==> src/rtl/regfile_port_master.sv <==
// regfile_port_master
// Command-driven initiator for a MIPS 32x32 register file. Read/write
// commands arrive over a valid/ready channel, are buffered in an in-order
// FIFO, issued one at a time onto the register-file ports, and answered
// with one response each over a second valid/ready channel.
//
// Ports:
//   clk, rst_n                      clock, async active-low reset
//   cmd_valid/cmd_ready             command handshake
//   cmd_write, cmd_addr1/2, wdata   command payload
//   rsp_valid/rsp_ready             response handshake
//   rsp_data1/2, rsp_err            response payload
//   rf_read_reg1/2, rf_read_data1/2 register-file read ports
//   rf_RegWrite, rf_write_reg/data  register-file write port
//   fifo_count                      entries held in the command FIFO
//   err_count                       rejected writes (saturating at 255)
module regfile_port_master #(
    parameter int DATA_W     = 32,
    parameter int ADDR_W     = 5,
    parameter int FIFO_DEPTH = 4
) (
    input  logic                          clk,
    input  logic                          rst_n,
    input  logic                          cmd_valid,
    output logic                          cmd_ready,
    input  logic                          cmd_write,
    input  logic [ADDR_W-1:0]             cmd_addr1,
    input  logic [ADDR_W-1:0]             cmd_addr2,
    input  logic [DATA_W-1:0]             cmd_wdata,
    output logic                          rsp_valid,
    input  logic                          rsp_ready,
    output logic [DATA_W-1:0]             rsp_data1,
    output logic [DATA_W-1:0]             rsp_data2,
    output logic                          rsp_err,
    output logic [ADDR_W-1:0]             rf_read_reg1,
    output logic [ADDR_W-1:0]             rf_read_reg2,
    input  logic [DATA_W-1:0]             rf_read_data1,
    input  logic [DATA_W-1:0]             rf_read_data2,
    output logic                          rf_RegWrite,
    output logic [ADDR_W-1:0]             rf_write_reg,
    output logic [DATA_W-1:0]             rf_write_data,
    output logic [$clog2(FIFO_DEPTH):0]   fifo_count,
    output logic [7:0]                    err_count
);

    localparam int PTR_W = $clog2(FIFO_DEPTH);
    localparam int CNT_W = PTR_W + 1;

    localparam logic [1:0] S_IDLE  = 2'd0;
    localparam logic [1:0] S_ISSUE = 2'd1;
    localparam logic [1:0] S_RESP  = 2'd2;

    typedef struct packed {
        logic              write;
        logic [ADDR_W-1:0] addr1;
        logic [ADDR_W-1:0] addr2;
        logic [DATA_W-1:0] wdata;
    } cmd_t;

    cmd_t             r_mem [FIFO_DEPTH];
    logic [PTR_W-1:0] r_wptr;
    logic [PTR_W-1:0] r_rptr;
    logic [CNT_W-1:0] r_count;
    logic [1:0]       r_state;
    logic [1:0]       w_state_nxt;
    cmd_t             r_iss;
    logic [DATA_W-1:0] r_rsp_data1;
    logic [DATA_W-1:0] r_rsp_data2;
    logic             r_rsp_err;
    logic [7:0]       r_err_count;

    logic w_full;
    logic w_empty;
    logic w_push;
    logic w_pop;
    logic w_iss_rej;

    // cmd_ready comes from the registered count only, so a pop while full
    // frees the slot for the next cycle rather than combinationally.
    assign w_full    = (r_count == CNT_W'(FIFO_DEPTH));
    assign w_empty   = (r_count == '0);
    assign w_push    = cmd_valid && !w_full;
    assign w_pop     = !w_empty && ((r_state == S_IDLE) ||
                                    (r_state == S_RESP && rsp_ready));
    assign w_iss_rej = r_iss.write && (r_iss.addr1 == '0);

    // ---------------- command FIFO ----------------
    always_ff @(posedge clk) begin
        if (w_push) r_mem[r_wptr] <= '{cmd_write, cmd_addr1, cmd_addr2, cmd_wdata};
    end

    always_ff @(posedge clk or negedge rst_n) begin
        if (!rst_n) begin
            r_wptr  <= '0;
            r_rptr  <= '0;
            r_count <= '0;
        end else begin
            if (w_push) r_wptr <= r_wptr + PTR_W'(1);
            if (w_pop)  r_rptr <= r_rptr + PTR_W'(1);
            case ({w_push, w_pop})
                2'b10:   r_count <= r_count + CNT_W'(1);
                2'b01:   r_count <= r_count - CNT_W'(1);
                default: r_count <= r_count;
            endcase
        end
    end

    // ---------------- sequencer ----------------
    always_comb begin
        w_state_nxt = r_state;
        case (r_state)
            S_IDLE:  if (!w_empty) w_state_nxt = S_ISSUE;
            S_ISSUE: w_state_nxt = S_RESP;
            S_RESP:  if (rsp_ready) w_state_nxt = w_empty ? S_IDLE : S_ISSUE;
            default: w_state_nxt = S_IDLE;
        endcase
    end

    always_ff @(posedge clk or negedge rst_n) begin
        if (!rst_n) r_state <= S_IDLE;
        else        r_state <= w_state_nxt;
    end

    // Issue register feeds the rf_* buses directly, so they hold their
    // last value until the next command is popped.
    always_ff @(posedge clk or negedge rst_n) begin
        if (!rst_n)     r_iss <= '0;
        else if (w_pop) r_iss <= r_mem[r_rptr];
    end

    // Response capture happens at the edge closing the ISSUE cycle; the
    // register file read is combinational, so its data is valid then.
    always_ff @(posedge clk or negedge rst_n) begin
        if (!rst_n) begin
            r_rsp_data1 <= '0;
            r_rsp_data2 <= '0;
            r_rsp_err   <= 1'b0;
            r_err_count <= '0;
        end else if (r_state == S_ISSUE) begin
            r_rsp_data1 <= r_iss.write ? r_iss.wdata : rf_read_data1;
            r_rsp_data2 <= r_iss.write ? '0          : rf_read_data2;
            r_rsp_err   <= w_iss_rej;
            if (w_iss_rej && r_err_count != 8'hFF)
                r_err_count <= r_err_count + 8'd1;
        end
    end

    // Decoded from the state register so reset drops it immediately.
    assign rf_RegWrite   = (r_state == S_ISSUE) && r_iss.write && (r_iss.addr1 != '0);
    assign rf_read_reg1  = r_iss.addr1;
    assign rf_read_reg2  = r_iss.addr2;
    assign rf_write_reg  = r_iss.addr1;
    assign rf_write_data = r_iss.wdata;

    assign cmd_ready  = !w_full;
    assign rsp_valid  = (r_state == S_RESP);
    assign rsp_data1  = r_rsp_data1;
    assign rsp_data2  = r_rsp_data2;
    assign rsp_err    = r_rsp_err;
    assign fifo_count = r_count;
    assign err_count  = r_err_count;

endmodule

==> config.mk <==
export PLATFORM = sky130hd
export DESIGN_NAME = regfile_port_master
export DESIGN_NICKNAME = d
export VERILOG_FILES = /design/src/rtl/regfile_port_master.sv
export SDC_FILE = /design/constraint.sdc
export NUM_CORES = 1
export LEC_CHECK = 0
export ABC_AREA = 0
export CORE_MARGIN = 2
export CORE_UTILIZATION = 55
export DETAILED_ROUTE_END_ITERATION = 8
export HOLD_SLACK_MARGIN = 0.06
export MAX_ROUTING_LAYER = met4
export PLACE_DENSITY_LB_ADDON = 0.25
export SLEW_MARGIN = 25
export SYNTH_ARGS = -nofsm -noshare
export SYNTH_HDL_FRONTEND = slang
export SYNTH_SLANG_ARGS = --single-unit
export TNS_END_PERCENT = 30
==> constraint.sdc <==
create_clock -name clk -period 6.98 [get_ports clk]
set_clock_uncertainty 0.2 [all_clocks]
set_input_delay 1.047 -clock clk [delete_from_list [all_inputs] [get_ports clk]]
set_output_delay 1.047 -clock clk [all_outputs]
set_load 0.01 [all_outputs]
==> impl_metrics.ini <==
[critical_path]
crit_family = buffers and inverters
cp-end-kind = primary output
crit_fanout = 4
critPathArrivalTime_ns = 2.07
path_buf_inv = 1
path_cells = and2b_1 > nand2_1 > a21oi_1 > clkdlybuf4s50_1
slowest_delay_ns = 0.62
slowest_stage = clkdlybuf4s50_1
critPathKind = flip-flop to primary output
worstPathRequired_ns = 5.73
crit_path_start_kind = flip-flop

[timing]
rsz0062_at_grt = false
setup_tns_ns = 0
hold_violations = 0
slew_viol_final = 0
relSlewSlack_pct = 38.94
period_needed_ns = 3.319
period_share_pct = 47.56
worstMarginPinSlew_ns = 0.9158
fmax_mhz = 301.3
setup_viol = 0

[yosys]
ys_warn_count = 0
synth_cell_type_count = 33
synth_area_leaders = edfxtp_1 (43%), dfrtp_1 (26%), mux4_2 (7.2%), mux2_2 (3.6%), buf_4 (3.1%)
synth-seq-area-share_pct = 69.46
async_flop_share_pct = 42.09
synth_most_common_cell = edfxtp_1
synthCells = 724
ys_ff_latch = 297
synth_fp_nets = 842
synthTopCellsByCount = edfxtp_1 (172), dfrtp_1 (125), nand2_1 (72)
yosysTopAreaCell = edfxtp_1
synthFlopType = edfxtp_1
synthesis.area_um2 = 11940
syn_area_per_cell_um2 = 16.49
netlist.area_leader.share_pct = 43.26
synth_edf_count = 172

[finish]
drive_gt1_share_pct = 15.37
syn2layout_area_growth_pct = 26.92
fin_util_pct = 71.63
layout.nets = 1031

[floorplanning]
die_h_um = 151.3
ios = 237
row_count = 53
design.die.area_um2 = 22900
coreArea_um2 = 21150
initial_core_util_pct = 56.44
die_x_um = 151.3

[global_routing]
grt_first_pass_wirelength_mm = 37.42
grt-ovfl-total = 0
grt_max_degree = 101
grt_pass1_vias = 7015
grt_usage_pct = 22.14
grt_antenna_before_repair = 2

[cts]
numCtsBuffers = 30
cts-root-buf = clkbuf_16
cts_buffer_depth = 3
cts.repair.resized = 0
clk_latency_ns = 0.54
cts_hold_buf = 0
cts_setup_buffers = 0
clock-sinks = 297
cts_tree = built
htree_levels = 1
clkTransAtPathRegs_ns = 0.06

[power_and_ir_drop]
power_density_nw_per_um2 = 448.6
p_leak_nw = 5.746
vdd_drop_max_uv = 294.9

[route]
first_iter_violations = 317
via_per_inst = 5.417
wl_per_cell_um = 20.08
antenna_left = 0
wirelength_mm = 24.38
dr_total_vias = 6576
drc_errors = 0
drt_pass1_iterations = 4

[placement]
dp_hpwl_mm = 15.36
gp_congestion = 0.7812
io_buffers = 236

[run]
maxCapViolations = 0

[worst_hold_path]
hold_path.class = input pin to asynchronous set/reset pin

[run_status]
outcome = completed
## layer usage
metal	GRT usage [%]	part of all wire [%]	routed length, um
met1	27.14	40	9778
met2	38.08	50	12260
met3	3.825	7.0	1696
met4	6.589	2.7	648
met5	-	0	0
## cell families (layout without fill, tap and decap cells)
logic type	count (synthesis)	in the layout	synth area share, %
flip-flops	297	297	69.46
multiplexers	123	123	15.79
buffers and inverters	86	299	4.831
XOR/XNOR	11	11	0.8069
AND/OR/NAND/NOR	134	134	5.544
adder cells (fa/ha/maj)	7	7	0.7965
other	0	2	0
AO/OA/AOI/OAI	66	66	2.767
## worst register-to-register path, delay by kind of cell, from the launching register on
family | cells | cell delay (ns)
mux | 1 | 0.26
flops | 1 | 0.46
simple gates | 2 | 0.31
fa+ha+maj | 2 | 0.79
buf+inv | 1 | 0.63
## stage by stage
step | hold slack [ns] | instances | power [mW] | cell area, um^2 | setup WS [ns]
3_3_place_gp | 0.2591 | 1156 | 5.154 | 14130 | 3.285
5_1_grt | 0.2546 | 1214 | 7.181 | 15150 | 3.595
6_report | 0.2407 | 1214 | 6.797 | 15150 | 3.661
2_1_floorplan | 0.2759 | 724 | 4.400 | 11940 | 4.107
3_5_place_dp | 0.2635 | 1156 | 5.280 | 14150 | 3.153
4_1_cts | 0.2366 | 1212 | 6.879 | 15140 | 3.632
## power by group
| part | switching (mW) | total, mW | internal (mW) |
|---|---|---|---|
| logic | 1.02 | 2.37 | 1.35 |
| clock network | 0.626 | 1.58 | 0.954 |
| registers | 0.421 | 2.85 | 2.43 |
| total | 2.06 | 6.80 | 4.73 |
## final timing paths
check | start | to | slack (ns) | depth (start not counted)
max | r_state[1] | rf_RegWrite | 3.66 | 4
min | rst_n | rsp_data1[23] | 0.24 | 1
max reg2reg | fifo_count[0] | fifo_count[1] | 4.23 | 6
min reg2reg | rsp_err | rsp_err | 0.27 | 2
max in group asynchronous | rst_n | rsp_data2[1] | 5.23 | 2
min in group clk | rsp_err | rsp_err | 0.27 | 2
## layout make-up
class,instances,area [um^2]
sequential,297,8302
timing repair buffer,240,2397
multi-input combinational,341,3098
clock buffer,48,899.6
antenna,2,5.005
inverter,3,11.26
fill,1353,6001
tap,275,344.1
clock inverter,8,96.34
## registers in the layout, summed over array words and instances (netlist names)
signal / flops
r_rptr: 2
rsp_data2: 32
r_iss: 1
r_state: 2
rf_write_data: 32
rsp_data1: 32
r_mem: 172
r_wptr: 2
fifo_count: 3
rf_read_reg2: 5
rsp_err: 1
rf_read_reg1: 5
err_count: 8
## cell usage in the layout (no fill, tap or decap), types with 5 or more instances in the layout
cell type and count:
nand2b_1 34, mux2i_1 32, clkbuf_1 11, mux2_4 10
nor2_1 6, xor2_1 7, nand2_1 72, dfrtp_1 122
mux4_2 38, clkbuf_8 6, mux4_1 5, mux2_2 38
clkbuf_16 31, o21ai_0 65, ha_1 6, edfxtp_1 172
clkdlybuf4s50_1 235
Note: power is estimated with default switching activity, not from simulation.
